<file path="src/rtl/image_uart_sender_pkg.sv">
// Shared definitions for the image UART sender: FSM state encodings and
// UART frame constants. SENDER_CHECKSUM_EN adds the checksum-frame state.
package uart_pkg;

  localparam int       FRAME_BITS = 10;  // start + 8 data + stop
  localparam int       DATA_BITS  = 8;
  localparam logic     LINE_IDLE  = 1'b1;

`ifdef SENDER_CHECKSUM_EN
  typedef enum logic [2:0] {
    S_IDLE,
    S_PRIME,
    S_START_BIT,
    S_DATA_BITS,
    S_STOP_BIT,
    S_CKSUM_LOAD,
    S_FINISH
  } sender_state_e;
`else
  typedef enum logic [2:0] {
    S_IDLE,
    S_PRIME,
    S_START_BIT,
    S_DATA_BITS,
    S_STOP_BIT,
    S_FINISH
  } sender_state_e;
`endif

  // Phase of the frame currently on the line, tracked by the shift core.
  typedef enum logic [1:0] {
    PH_IDLE,
    PH_START,
    PH_DATA,
    PH_STOP
  } tx_phase_e;

endpackage

</file>
<file path="src/rtl/image_uart_sender_if.sv">
// RAM read port between the image sender (master) and the image RAM (slave).
// Handshake: the master pulses ram_rd_en for one cycle with ram_addr valid in
// that same cycle; the slave presents ram_q exactly RD_LAT cycles later. There
// is no back-pressure, and ram_q is don't-care in every other cycle.
interface image_uart_sender_if #(
  parameter int ADDR_W = 16
);

  logic [ADDR_W-1:0] ram_addr;
  logic              ram_rd_en;
  logic [7:0]        ram_q;

  modport master (
    output ram_addr,
    output ram_rd_en,
    input  ram_q
  );

  modport slave (
    input  ram_addr,
    input  ram_rd_en,
    output ram_q
  );

endinterface

</file>
<file path="src/rtl/image_uart_sender_tx_shift_core.sv">
// 8N1 serializer: baud counter, bit counter and shift register. A load pulse
// starts a frame on the next edge; loading during the final cycle of a stop
// bit chains frames with no idle gap.
module tx_shift_core
  import uart_pkg::*;
#(
  parameter int CLKS_PER_BIT = 87
) (
  input  logic       clk,
  input  logic       rst,
  input  logic       load,
  input  logic [7:0] byte_in,
  output logic       tx_serial,
  output logic       tx_active,
  output logic       bit_tick,
  output logic       last_data_bit,
  output logic       frame_done,
  output tx_phase_e  phase_dbg
);

  localparam int                BAUD_W    = $clog2(CLKS_PER_BIT);
  localparam logic [BAUD_W-1:0] BAUD_LAST = BAUD_W'(CLKS_PER_BIT - 1);
  localparam logic [2:0]        BIT_LAST  = 3'(DATA_BITS - 1);

  tx_phase_e         phase;
  tx_phase_e         phase_next;
  logic [BAUD_W-1:0] baud_cnt;
  logic [2:0]        bit_cnt;
  logic [7:0]        shreg;

  assign bit_tick      = (phase != PH_IDLE) && (baud_cnt == BAUD_LAST);
  assign last_data_bit = (phase == PH_DATA) && (bit_cnt == BIT_LAST);
  assign frame_done    = (phase == PH_STOP) && bit_tick;
  assign tx_active     = (phase != PH_IDLE);
  assign phase_dbg     = phase;

  // Frame phase register.
  always_ff @(posedge clk) begin
    if (rst) begin
      phase <= PH_IDLE;
    end else begin
      phase <= phase_next;
    end
  end

  // Phase sequencing: start -> data x8 -> stop, then idle or the next start.
  always_comb begin
    phase_next = phase;
    case (phase)
      PH_IDLE:  if (load) phase_next = PH_START;
      PH_START: if (bit_tick) phase_next = PH_DATA;
      PH_DATA:  if (bit_tick && (bit_cnt == BIT_LAST)) phase_next = PH_STOP;
      PH_STOP:  if (bit_tick) phase_next = load ? PH_START : PH_IDLE;
      default:  phase_next = PH_IDLE;
    endcase
  end

  // Baud/bit counting and the registered line level (LSB first).
  always_ff @(posedge clk) begin
    if (rst) begin
      baud_cnt  <= '0;
      bit_cnt   <= '0;
      shreg     <= '0;
      tx_serial <= LINE_IDLE;
    end else if (load) begin
      baud_cnt  <= '0;
      bit_cnt   <= '0;
      shreg     <= byte_in;
      tx_serial <= 1'b0;
    end else if (phase != PH_IDLE) begin
      if (bit_tick) begin
        baud_cnt <= '0;
        case (phase)
          PH_START: tx_serial <= shreg[0];
          PH_DATA: begin
            if (bit_cnt == BIT_LAST) begin
              tx_serial <= LINE_IDLE;
            end else begin
              bit_cnt   <= bit_cnt + 3'd1;
              shreg     <= {1'b0, shreg[7:1]};
              tx_serial <= shreg[1];
            end
          end
          default: tx_serial <= LINE_IDLE;
        endcase
      end else begin
        baud_cnt <= baud_cnt + BAUD_W'(1);
      end
    end
  end

endmodule

</file>
<file path="src/rtl/image_uart_sender.sv">
// Streams IMG_BYTES bytes from RAM address 0 upward out of a UART TX pin as
// back-to-back 8N1 frames, then pulses done. One byte is prefetched during
// each frame's data bits so the next start bit follows the stop bit directly.
// Optional macro SENDER_CHECKSUM_EN appends a frame with the mod-256 byte sum.
module image_uart_sender
  import uart_pkg::*;
#(
  parameter int CLKS_PER_BIT = 87,
  parameter int ADDR_W       = 16,
  parameter int IMG_BYTES    = 16384,
  parameter int RD_LAT       = 2
) (
  input  logic                clk,
  input  logic                rst,
  input  logic                start,
  image_uart_sender_if.master ram,
  output logic                tx_serial,
  output logic                tx_active,
  output logic                busy,
  output logic                done,
  output sender_state_e       state_dbg,
  output tx_phase_e           phase_dbg
);

  localparam logic [ADDR_W-1:0] ADDR_LAST = ADDR_W'(IMG_BYTES - 1);
  localparam logic [1:0]        LAT_LAST  = 2'(RD_LAT);

  sender_state_e     state;
  sender_state_e     state_next;
  logic [ADDR_W-1:0] addr;
  logic              fetched_last;
  logic              rd_pending;
  logic [1:0]        lat_cnt;
  logic              data_first;
  logic              pf_valid;
  logic [7:0]        pf_data;
  logic              rd_en;
  logic              capture;
  logic              load;
  logic [7:0]        load_byte;
  logic              bit_tick;
  logic              last_data_bit;
  logic              frame_done;
`ifdef SENDER_CHECKSUM_EN
  logic [7:0]        cksum;
  logic              cksum_load;
`endif

  // Read data is on ram_q in the RD_LAT-th cycle after the strobe.
  assign capture = rd_pending && (lat_cnt == LAT_LAST);

  tx_shift_core #(
    .CLKS_PER_BIT(CLKS_PER_BIT)
  ) u_core (
    .clk          (clk),
    .rst          (rst),
    .load         (load),
    .byte_in      (load_byte),
    .tx_serial    (tx_serial),
    .tx_active    (tx_active),
    .bit_tick     (bit_tick),
    .last_data_bit(last_data_bit),
    .frame_done   (frame_done),
    .phase_dbg    (phase_dbg)
  );

  // FSM state register; reset overrides a coincident start.
  always_ff @(posedge clk) begin
    if (rst) begin
      state <= S_IDLE;
    end else begin
      state <= state_next;
    end
  end

  // Next state, read strobe and shift-core load selection.
  always_comb begin
    state_next = state;
    rd_en      = 1'b0;
    load       = 1'b0;
    load_byte  = pf_data;
`ifdef SENDER_CHECKSUM_EN
    cksum_load = 1'b0;
`endif
    case (state)
      S_IDLE: if (start) state_next = S_PRIME;
      S_PRIME: begin
        rd_en = !rd_pending;
        if (capture) begin
          load       = 1'b1;
          load_byte  = ram.ram_q;
          state_next = S_START_BIT;
        end
      end
      S_START_BIT: if (bit_tick) state_next = S_DATA_BITS;
      S_DATA_BITS: begin
        rd_en = data_first && !fetched_last;
        if (bit_tick && last_data_bit) state_next = S_STOP_BIT;
      end
      S_STOP_BIT: begin
        if (frame_done) begin
          if (pf_valid) begin
            load       = 1'b1;
            load_byte  = pf_data;
            state_next = S_START_BIT;
          end else begin
`ifdef SENDER_CHECKSUM_EN
            load       = 1'b1;
            load_byte  = cksum;
            cksum_load = 1'b1;
            state_next = S_CKSUM_LOAD;
`else
            state_next = S_FINISH;
`endif
          end
        end
      end
`ifdef SENDER_CHECKSUM_EN
      // Held while the checksum frame plays out on the line.
      S_CKSUM_LOAD: if (frame_done) state_next = S_FINISH;
`endif
      S_FINISH: state_next = S_IDLE;
      default:  state_next = S_IDLE;
    endcase
  end

  // Address counter, read-latency tracking and the one-byte prefetch buffer.
  always_ff @(posedge clk) begin
    if (rst) begin
      addr         <= '0;
      fetched_last <= 1'b0;
      rd_pending   <= 1'b0;
      lat_cnt      <= '0;
      data_first   <= 1'b0;
      pf_valid     <= 1'b0;
      pf_data      <= '0;
    end else begin
      data_first <= (state == S_START_BIT) && bit_tick;
      if ((state == S_IDLE) && start) begin
        addr         <= '0;
        fetched_last <= 1'b0;
        rd_pending   <= 1'b0;
        lat_cnt      <= '0;
        pf_valid     <= 1'b0;
      end else if (rd_en) begin
        rd_pending <= 1'b1;
        lat_cnt    <= 2'd1;
        // Stop at the last address rather than wrapping.
        if (addr == ADDR_LAST) begin
          fetched_last <= 1'b1;
        end else begin
          addr <= addr + ADDR_W'(1);
        end
      end else if (capture) begin
        rd_pending <= 1'b0;
        if (state != S_PRIME) begin
          pf_data  <= ram.ram_q;
          pf_valid <= 1'b1;
        end
      end else if (rd_pending) begin
        lat_cnt <= lat_cnt + 2'd1;
      end
      if ((state == S_STOP_BIT) && frame_done && pf_valid) begin
        pf_valid <= 1'b0;
      end
    end
  end

`ifdef SENDER_CHECKSUM_EN
  // Running mod-256 sum of image bytes as they enter the shift register.
  always_ff @(posedge clk) begin
    if (rst) begin
      cksum <= '0;
    end else if ((state == S_IDLE) && start) begin
      cksum <= '0;
    end else if (load && !cksum_load) begin
      cksum <= cksum + load_byte;
    end
  end
`endif

  assign ram.ram_addr  = addr;
  assign ram.ram_rd_en = rd_en;
  assign busy          = (state != S_IDLE) && (state != S_FINISH);
  assign done          = (state == S_FINISH);
  assign state_dbg     = state;

endmodule
</file>
<file path="src/flat_wrapper.sv">
// flat-port wrapper written by rule: the top's interface ports become plain ports
module image_uart_sender_flat import uart_pkg::*;
#(
  parameter int CLKS_PER_BIT = 87,
  parameter int ADDR_W       = 16,
  parameter int IMG_BYTES    = 16384,
  parameter int RD_LAT       = 2
)
  (clk, rst, start, tx_serial, tx_active, busy, done, state_dbg, phase_dbg, ram_ram_addr, ram_ram_rd_en, ram_ram_q);
  image_uart_sender_if #(.ADDR_W(ADDR_W)) ram_i ();
  input  logic clk;
  input  logic rst;
  input  logic start;
  output logic tx_serial;
  output logic tx_active;
  output logic busy;
  output logic done;
  output sender_state_e state_dbg;
  output tx_phase_e phase_dbg;
  output wire logic [$bits(ram_i.ram_addr)-1:0] ram_ram_addr;
  output wire logic [$bits(ram_i.ram_rd_en)-1:0] ram_ram_rd_en;
  input wire logic [$bits(ram_i.ram_q)-1:0] ram_ram_q;
  assign ram_ram_addr = ram_i.ram_addr;
  assign ram_ram_rd_en = ram_i.ram_rd_en;
  assign ram_i.ram_q = ram_ram_q;
  image_uart_sender #(.CLKS_PER_BIT(CLKS_PER_BIT), .ADDR_W(ADDR_W), .IMG_BYTES(IMG_BYTES), .RD_LAT(RD_LAT)) u_core (.clk(clk), .rst(rst), .start(start), .ram(ram_i), .tx_serial(tx_serial), .tx_active(tx_active), .busy(busy), .done(done), .state_dbg(state_dbg), .phase_dbg(phase_dbg));
endmodule
</file>
<file path="config.mk">
export PLATFORM = sky130hd
export DESIGN_NAME = image_uart_sender_flat
export DESIGN_NICKNAME = d
export VERILOG_FILES = /design/src/rtl/image_uart_sender_pkg.sv /design/src/rtl/image_uart_sender_if.sv /design/src/rtl/image_uart_sender_tx_shift_core.sv /design/src/rtl/image_uart_sender.sv /design/src/flat_wrapper.sv
export SDC_FILE = /design/constraint.sdc
export NUM_CORES = 1
export LEC_CHECK = 0
export ABC_AREA = 1
export BUFFER_PORTS_ARGS = -buffer_cell sky130_fd_sc_hd__buf_2
export CORE_MARGIN = 5
export CORE_UTILIZATION = 55
export CTS_CLUSTER_DIAMETER = 100
export DETAILED_ROUTE_END_ITERATION = 12
export PLACE_DENSITY = 0.79
export SLEW_MARGIN = 20
export SYNTH_ARGS = -nofsm -noshare
export SYNTH_HDL_FRONTEND = slang
export SYNTH_SLANG_ARGS = --single-unit
</file>
<file path="constraint.sdc">
create_clock -name clk -period 2.8 [get_ports clk]
set_input_delay 0.14 -clock clk [delete_from_list [all_inputs] [get_ports clk]]
set_output_delay 0.14 -clock clk [all_outputs]
set_load 0.02 [all_outputs]
</file>
Yosys cells after proc, flatten, opt, wreduce, memory -nomap -nowiden
Index checks and enable logic that the tools add are counted.
Widths: inputs -> output; s select.
- equality and inequality tests: 25
- multiplexer cells: 36
- add/sub/neg operators: 4
- reduce and logical (&&, ||, !) cells: 38
- shifts and indexed selects: 0
- bitwise operators: 5
- $lt $le $gt $ge: 0
- div/mod/pow operators: 0
- multipliers: 0
- operators with widths (kind ; number):
    $mux 8 ; 7
    $mux 3 ; 6
    $add 16x1->16 const B ; 1
    $eq 16x14->1 const B ; 1
    $ne 2x2->1 const B ; 8
    $reduce_and 4->1 ; 4
    $pmux 3 s5 ; 1
    $mux 1 ; 13
    $logic_and 1x1->1 ; 12
    $reduce_bool 2->1 ; 6
    $reduce_and 2->1 ; 5
    $eq 3x3->1 const B ; 3
    $mux 2 ; 4
    $pmux 2 s4 ; 1
    $add 7x1->7 const B ; 1
    $eq 7x7->1 const B ; 1
    $mux 7 ; 1
    $eq 2x2->1 const B ; 3
    $eq 3x2->1 const B ; 2
    $ne 2x1->1 const B ; 3
    $pmux 1 s2 ; 3
    $reduce_or 3->1 ; 2
    $not 1->1 ; 5
    $reduce_and 5->1 ; 1
    12 further kinds ; 14
- memories kept: 0
- bits in latches: 0
- bits of input ports: 11
- register bits: 54
- output and inout port bits: 26
- ROM bits: 0
- bits in writable memories: 0
- logic and storage cells: 122

Longest topological paths before layout
- depth after elaboration: 8
- depth in mapped cells: 13
- gate-level depth less buffers: 13

Hierarchy
From an unflattened synthesis, not the netlist that was laid out.
- cell total of the unflattened synthesis: 447
- area, all modules: 3118.0 um^2
- by module, submodules not included (module ; cells an instance ; seq. area each (um^2) ; area each (um^2) ; instances):
    image_uart_sender ; 295 ; 660.6 ; 1914.3 ; 1
    tx_shift_core ; 152 ; 420.4 ; 1203.7 ; 1

Worst setup path after synthesis
OpenSTA, ideal clock, no wires.
- path kind: flip-flop to flip-flop
- from: register u_core.u_core.phase[0], in the netlist u_core.u_core.phase_dbg[0]
- to: register u_core.u_core.shreg[0]
- setup time: 0.128 ns
- buffers on the path: 0
- arrival time: 1.903 ns
- cell stages (with the launch flop): 13
- path slack: 0.769 ns
- path through: dfxtp_1 inv_1 ha_1 inv_2 nand3_2 nor2_8 nand3_4 nand2_4 inv_2 nand2_1 nor2_1 nor2_1 nor2_1
- cells in the longest elaborated chain, start to end: 7
- elaborated cells on any way between the ends: 13
- RTL lines (element ; line ; source):
    start, declared ; image_uart_sender_tx_shift_core.sv:25 ; tx_phase_e phase;
    start signal, assigned ; image_uart_sender_tx_shift_core.sv:42 ; phase <= phase_next;
    $reduce_bool 2->1 * ; n/a ;
    net tx_active ; flat_wrapper.sv:15 ; output logic tx_active;
    $logic_and 1x1->1 ; image_uart_sender_tx_shift_core.sv:31 ; assign bit_tick = (phase != PH_IDLE) && (baud_cnt == BAUD_LAST);
    $logic_and 1x1->1 ; image_uart_sender_tx_shift_core.sv:33 ; assign frame_done = (phase == PH_STOP) && bit_tick;
    $mux 1 ; image_uart_sender.sv:101 ; if (frame_done) begin
    $pmux 1 s2 ; image_uart_sender.sv:85 ; case (state)
    $ne 2x2->1 (no line) or $reduce_bool 2->1 (tied branches) ; n/a ;
    $reduce_and 4->1 (no line) ; n/a ;
    end signal, assigned ; image_uart_sender_tx_shift_core.sv:68 ; shreg <= byte_in;
    end signal, assigned ; image_uart_sender_tx_shift_core.sv:80 ; shreg <= {1'b0, shreg[7:1]};
    end, declared ; image_uart_sender_tx_shift_core.sv:29 ; logic [7:0] shreg;
The timed path passes the listed nets; every way through them passes the cells marked *.
A chain may end at the register's enable or synchronous reset.

Final worst setup path
- from: register u_core.u_core.phase[0], in the netlist u_core.u_core.phase_dbg[0]
- to: register u_core.u_core.shreg[2]
- cells in the longest elaborated chain, start to end: 7
- elaborated cells on any way between the ends: 13
- RTL lines (element ; line):
    $reduce_bool 2->1 ; image_uart_sender_tx_shift_core.sv:31, image_uart_sender_tx_shift_core.sv:70
    $logic_and 1x1->1 ; image_uart_sender_tx_shift_core.sv:31
    $logic_and 1x1->1 ; image_uart_sender_tx_shift_core.sv:33
    $mux 1 ; image_uart_sender.sv:101
    $pmux 1 s2 ; image_uart_sender.sv:85
    $ne 2x2->1 (no line) or $reduce_bool 2->1 (tied branches) ; n/a
    $reduce_and 4->1 (no line) ; n/a
Several ways; a longest one is shown, not always the timed one.

==> flow_metrics.env <==
export IMPL_slowest_stage="dfxtp_1"
export IMPL_synth_top_cells_by_area="dfxtp_1 37%, nand2_1 10%, nor2_1 6.5%"
export IMPL_run_status="finished, final reports clean"
export IMPL_synth_ff_type="dfxtp_1"
export IMPL_drt_first_pass_iters=4
export IMPL_syn_inst=406
export IMPL_final_setup_viol_count=0
export IMPL_yosys_top_cells_count="79 x nand2_1, 54 x dfxtp_1, 51 x nor2_1, 47 x inv_1, 32 x a21oi_1"
export IMPL_path_max_fanout=12
export IMPL_ctsResizeCount=0
export IMPL_antenna_found_initial=0
export IMPL_dieArea_um2=6880
export IMPL_ir_worst_vdd_uv=359
export IMPL_grt_setup_unrepaired="no"
export IMPL_cp_buffers_inverters=3
export IMPL_drt_vias_per_instance=5.22
export IMPL_overflow=0
export IMPL_wirelength_um=6080
export IMPL_io_pins=37
export IMPL_p_leak_uw=0.00135
export IMPL_grt_start_max_net_pins=21
export IMPL_num_vias=2667
export IMPL_synth_cell_types=40
export IMPL_ys_ff_latch=54
export IMPL_hold_path_class="primary input to flip-flop"
export IMPL_fmax_mhz=466
export IMPL_numPortBuffers=36
export IMPL_synth_top_area_cell="dfxtp_1"
export IMPL_ys_warnings_count=0
export IMPL_yosysMostFrequentCell="nand2_1"
export IMPL_ctsHoldBuffers=0
export IMPL_crit_path_frequent_cell="nor2_1"
export IMPL_period_share_pct=76.6
export IMPL_drtIter0Drc=151
export IMPL_dieWidth_um=83.0
export IMPL_maxCapViolCount=0
export IMPL_synth_top_area_share_pct=36.9
export IMPL_yosysSeqAreaShare_pct=36.9
export IMPL_cp_top_family="simple AND/OR/NAND/NOR gates"
export IMPL_worstRegToRegCells=12
export IMPL_startpoint_type="flip-flop"
export IMPL_critPathRequiredTime_ns=2.99
export IMPL_synth_avg_cell_area_um2=7.21
export IMPL_slew_headroom_pct=66.7
export IMPL_rows=26
export IMPL_drv_slew=0
export IMPL_syn_nets=428
export IMPL_placed_cells=503
export IMPL_cpPeakStageDelay_ns=0.43
export IMPL_place_area_um2=3130
export IMPL_clk_pin_slew_ns=0.09
export IMPL_period_needed_ns=2.15
export IMPL_whs_path_depth=3
export IMPL_seq_area_um2=1080
export IMPL_num_nets_final=462
export IMPL_cts_buffers=5
export IMPL_cts_root_buf="clkbuf_8"
export IMPL_grt_pass1_wl_um=11100
export IMPL_antennaDiodeCount=0
export IMPL_postLayoutCellArea_um2=3220
export IMPL_worstSetupPathType="flip-flop to flip-flop"
export IMPL_grt_usage_pct=18.6
export IMPL_areaGrowthSynthToFinish_pct=10.0
export IMPL_ant_nets=0
export IMPL_tightest_slew_ns=0.498
export IMPL_final_instance_count_excl_fill=511
export IMPL_cts_tree="yes"
export IMPL_cts_sinks=54
export IMPL_dpl_hpwl_um=4550
export IMPL_drcViolationCount=0
export IMPL_clk_path_buf_depth=2
export IMPL_place_gp_congestion=0.838
export IMPL_crit_chain="inv_1 > ha_1 > inv_2 > nand3_2 > nor2_8 > nand3_4 > nand2_4 > inv_2 > nand2_1 > nor2_1 > nor2_1 > nor2_1"
export IMPL_nFillCells=497
export IMPL_drive_above_1_share_pct=15.4
export IMPL_grt_pass1_vias=2468
export IMPL_async_reset_ff_share_pct=0
export IMPL_arrival_ns=2.33
export IMPL_finish_utilization_pct=62.7
export IMPL_p_per_area_nw_per_um2=607
export IMPL_end_kind="flip-flop"
export IMPL_cp_depth=12
export IMPL_final_setup_skew_ns=0.00822
export IMPL_multi_input_area_um2=1580
export IMPL_die_height_um=83.0
export IMPL_core_area_um2=5140
export IMPL_fin_setup_tns_ns=0
export IMPL_hold_viol=0
export IMPL_syn_area_um2=2930
export IMPL_post_cts_repair_setup_buffers=0
export IMPL_cts_htree_levels=2
export IMPL_start_util_pct=57.0
export IMPL_synth_edff_count=0
export IMPL_wl_per_cell_um=11.9
export IMPL_clk_latency_ns=0.30
==> worst min-delay path, delay by kind of cell <==
kind                   cells  cell delay [ns]
buffers and inverters      1             0.09
AO/OA/AOI/OAI              2             0.17
==> cell families (layout without fill, tap and decap cells) <==
| kind of cell | Yosys count | count (layout) | synth area share, % |
|---|---|---|---|
| xor gates and xnor gates | 11 | 11 | 3.29 |
| AOI/OAI and AO/OA | 80 | 80 | 15.2 |
| and+or+nand+nor | 187 | 187 | 30.7 |
| buffers and inverters | 63 | 98 | 9.19 |
| adders and majority gates | 11 | 11 | 4.70 |
| DFF | 54 | 54 | 36.9 |
==> power breakdown <==
| group | total, uW | switching, uW | internal [uW] |
|---|---|---|---|
| Combinational | 631 | 438 | 193 |
| Clock | 439 | 239 | 200 |
| Sequential | 884 | 65.0 | 819 |
| Total | 1950 | 743 | 1210 |
==> sequential cells by signal, summed over array words and instances (netlist names) <==
signal	cells
u_core.state_dbg	3
u_core.u_core.bit_cnt	3
u_core.pf_data	8
u_core.u_core.phase_dbg	2
u_core.data_first	1
u_core.lat_cnt	2
u_core.pf_valid	1
u_core.rd_pending	1
u_core.u_core.shreg	8
u_core.u_core.baud_cnt	7
u_core.u_core.tx_serial	1
u_core.ram.ram_addr	16
u_core.fetched_last	1
==> worst paths after layout <==
check	start	end	slack [ns]
max	u_core.u_core.phase_dbg[0]	u_core.u_core.shreg[2]	0.65
max reg2reg	u_core.u_core.phase_dbg[0]	u_core.u_core.shreg[2]	0.65
min	ram_ram_q[1]	u_core.pf_data[1]	0.14
min reg2reg	u_core.pf_data[4]	u_core.pf_data[4]	0.46
==> routing by layer <==
| metal | share of wire, % | global-route usage, % | vias up |
|---|---|---|---|
| met5 | 0 | 0 | - |
| met1 | 48 | 25.8 | 1206 |
| met4 | 0.79 | 3.86 | 0 |
| met3 | 6.0 | 3.86 | 6 |
| met2 | 45 | 30.0 | 71 |
| li1 | - | - | 1384 |
==> cell type report <==
cell class,count,area share (%)
Clock buffer,7,2.68
Clock inverter,1,0.155
Inverter,54,6.29
Multi-Input combinational cell,289,49.0
Sequential cell,54,33.6
Tap cell,70,2.72
Timing Repair Buffer,36,5.59
==> per-stage QoR <==
| stage | total power [uW] | hold WS [ns] | worst slack [ns] |
|---|---|---|---|
| floorplan | 1380 | 0.209 | 0.769 |
| global placement | 1510 | 0.435 | 0.803 |
| detailed placement | 1530 | 0.448 | 0.708 |
| CTS | 1970 | 0.129 | 0.687 |
| global route | 2100 | 0.166 | 0.438 |
| finish | 1950 | 0.144 | 0.654 |
==> placed cells by master, fill, tap and decap left out, types with 2 or more instances in the layout <==
| cell type | count |
|---|---|
| dfxtp_1 | 54 |
| nand3_1 | 16 |
| o21ai_2 | 4 |
| nor2_4 | 2 |
| buf_2 | 36 |
| nand3_2 | 5 |
| xnor2_1 | 7 |
| nand3b_1 | 4 |
| inv_2 | 6 |
| xor2_1 | 4 |
| ha_1 | 11 |
| nand2_4 | 2 |
| nand2_1 | 79 |
| nand4_1 | 11 |
| o21ai_0 | 28 |
| a21oi_1 | 32 |
| o21ai_1 | 10 |
| clkbuf_8 | 6 |
| inv_1 | 47 |
| nor2_1 | 51 |
| nor3_1 | 6 |
| nor3b_1 | 3 |
(Power assumes the default switching activity.)
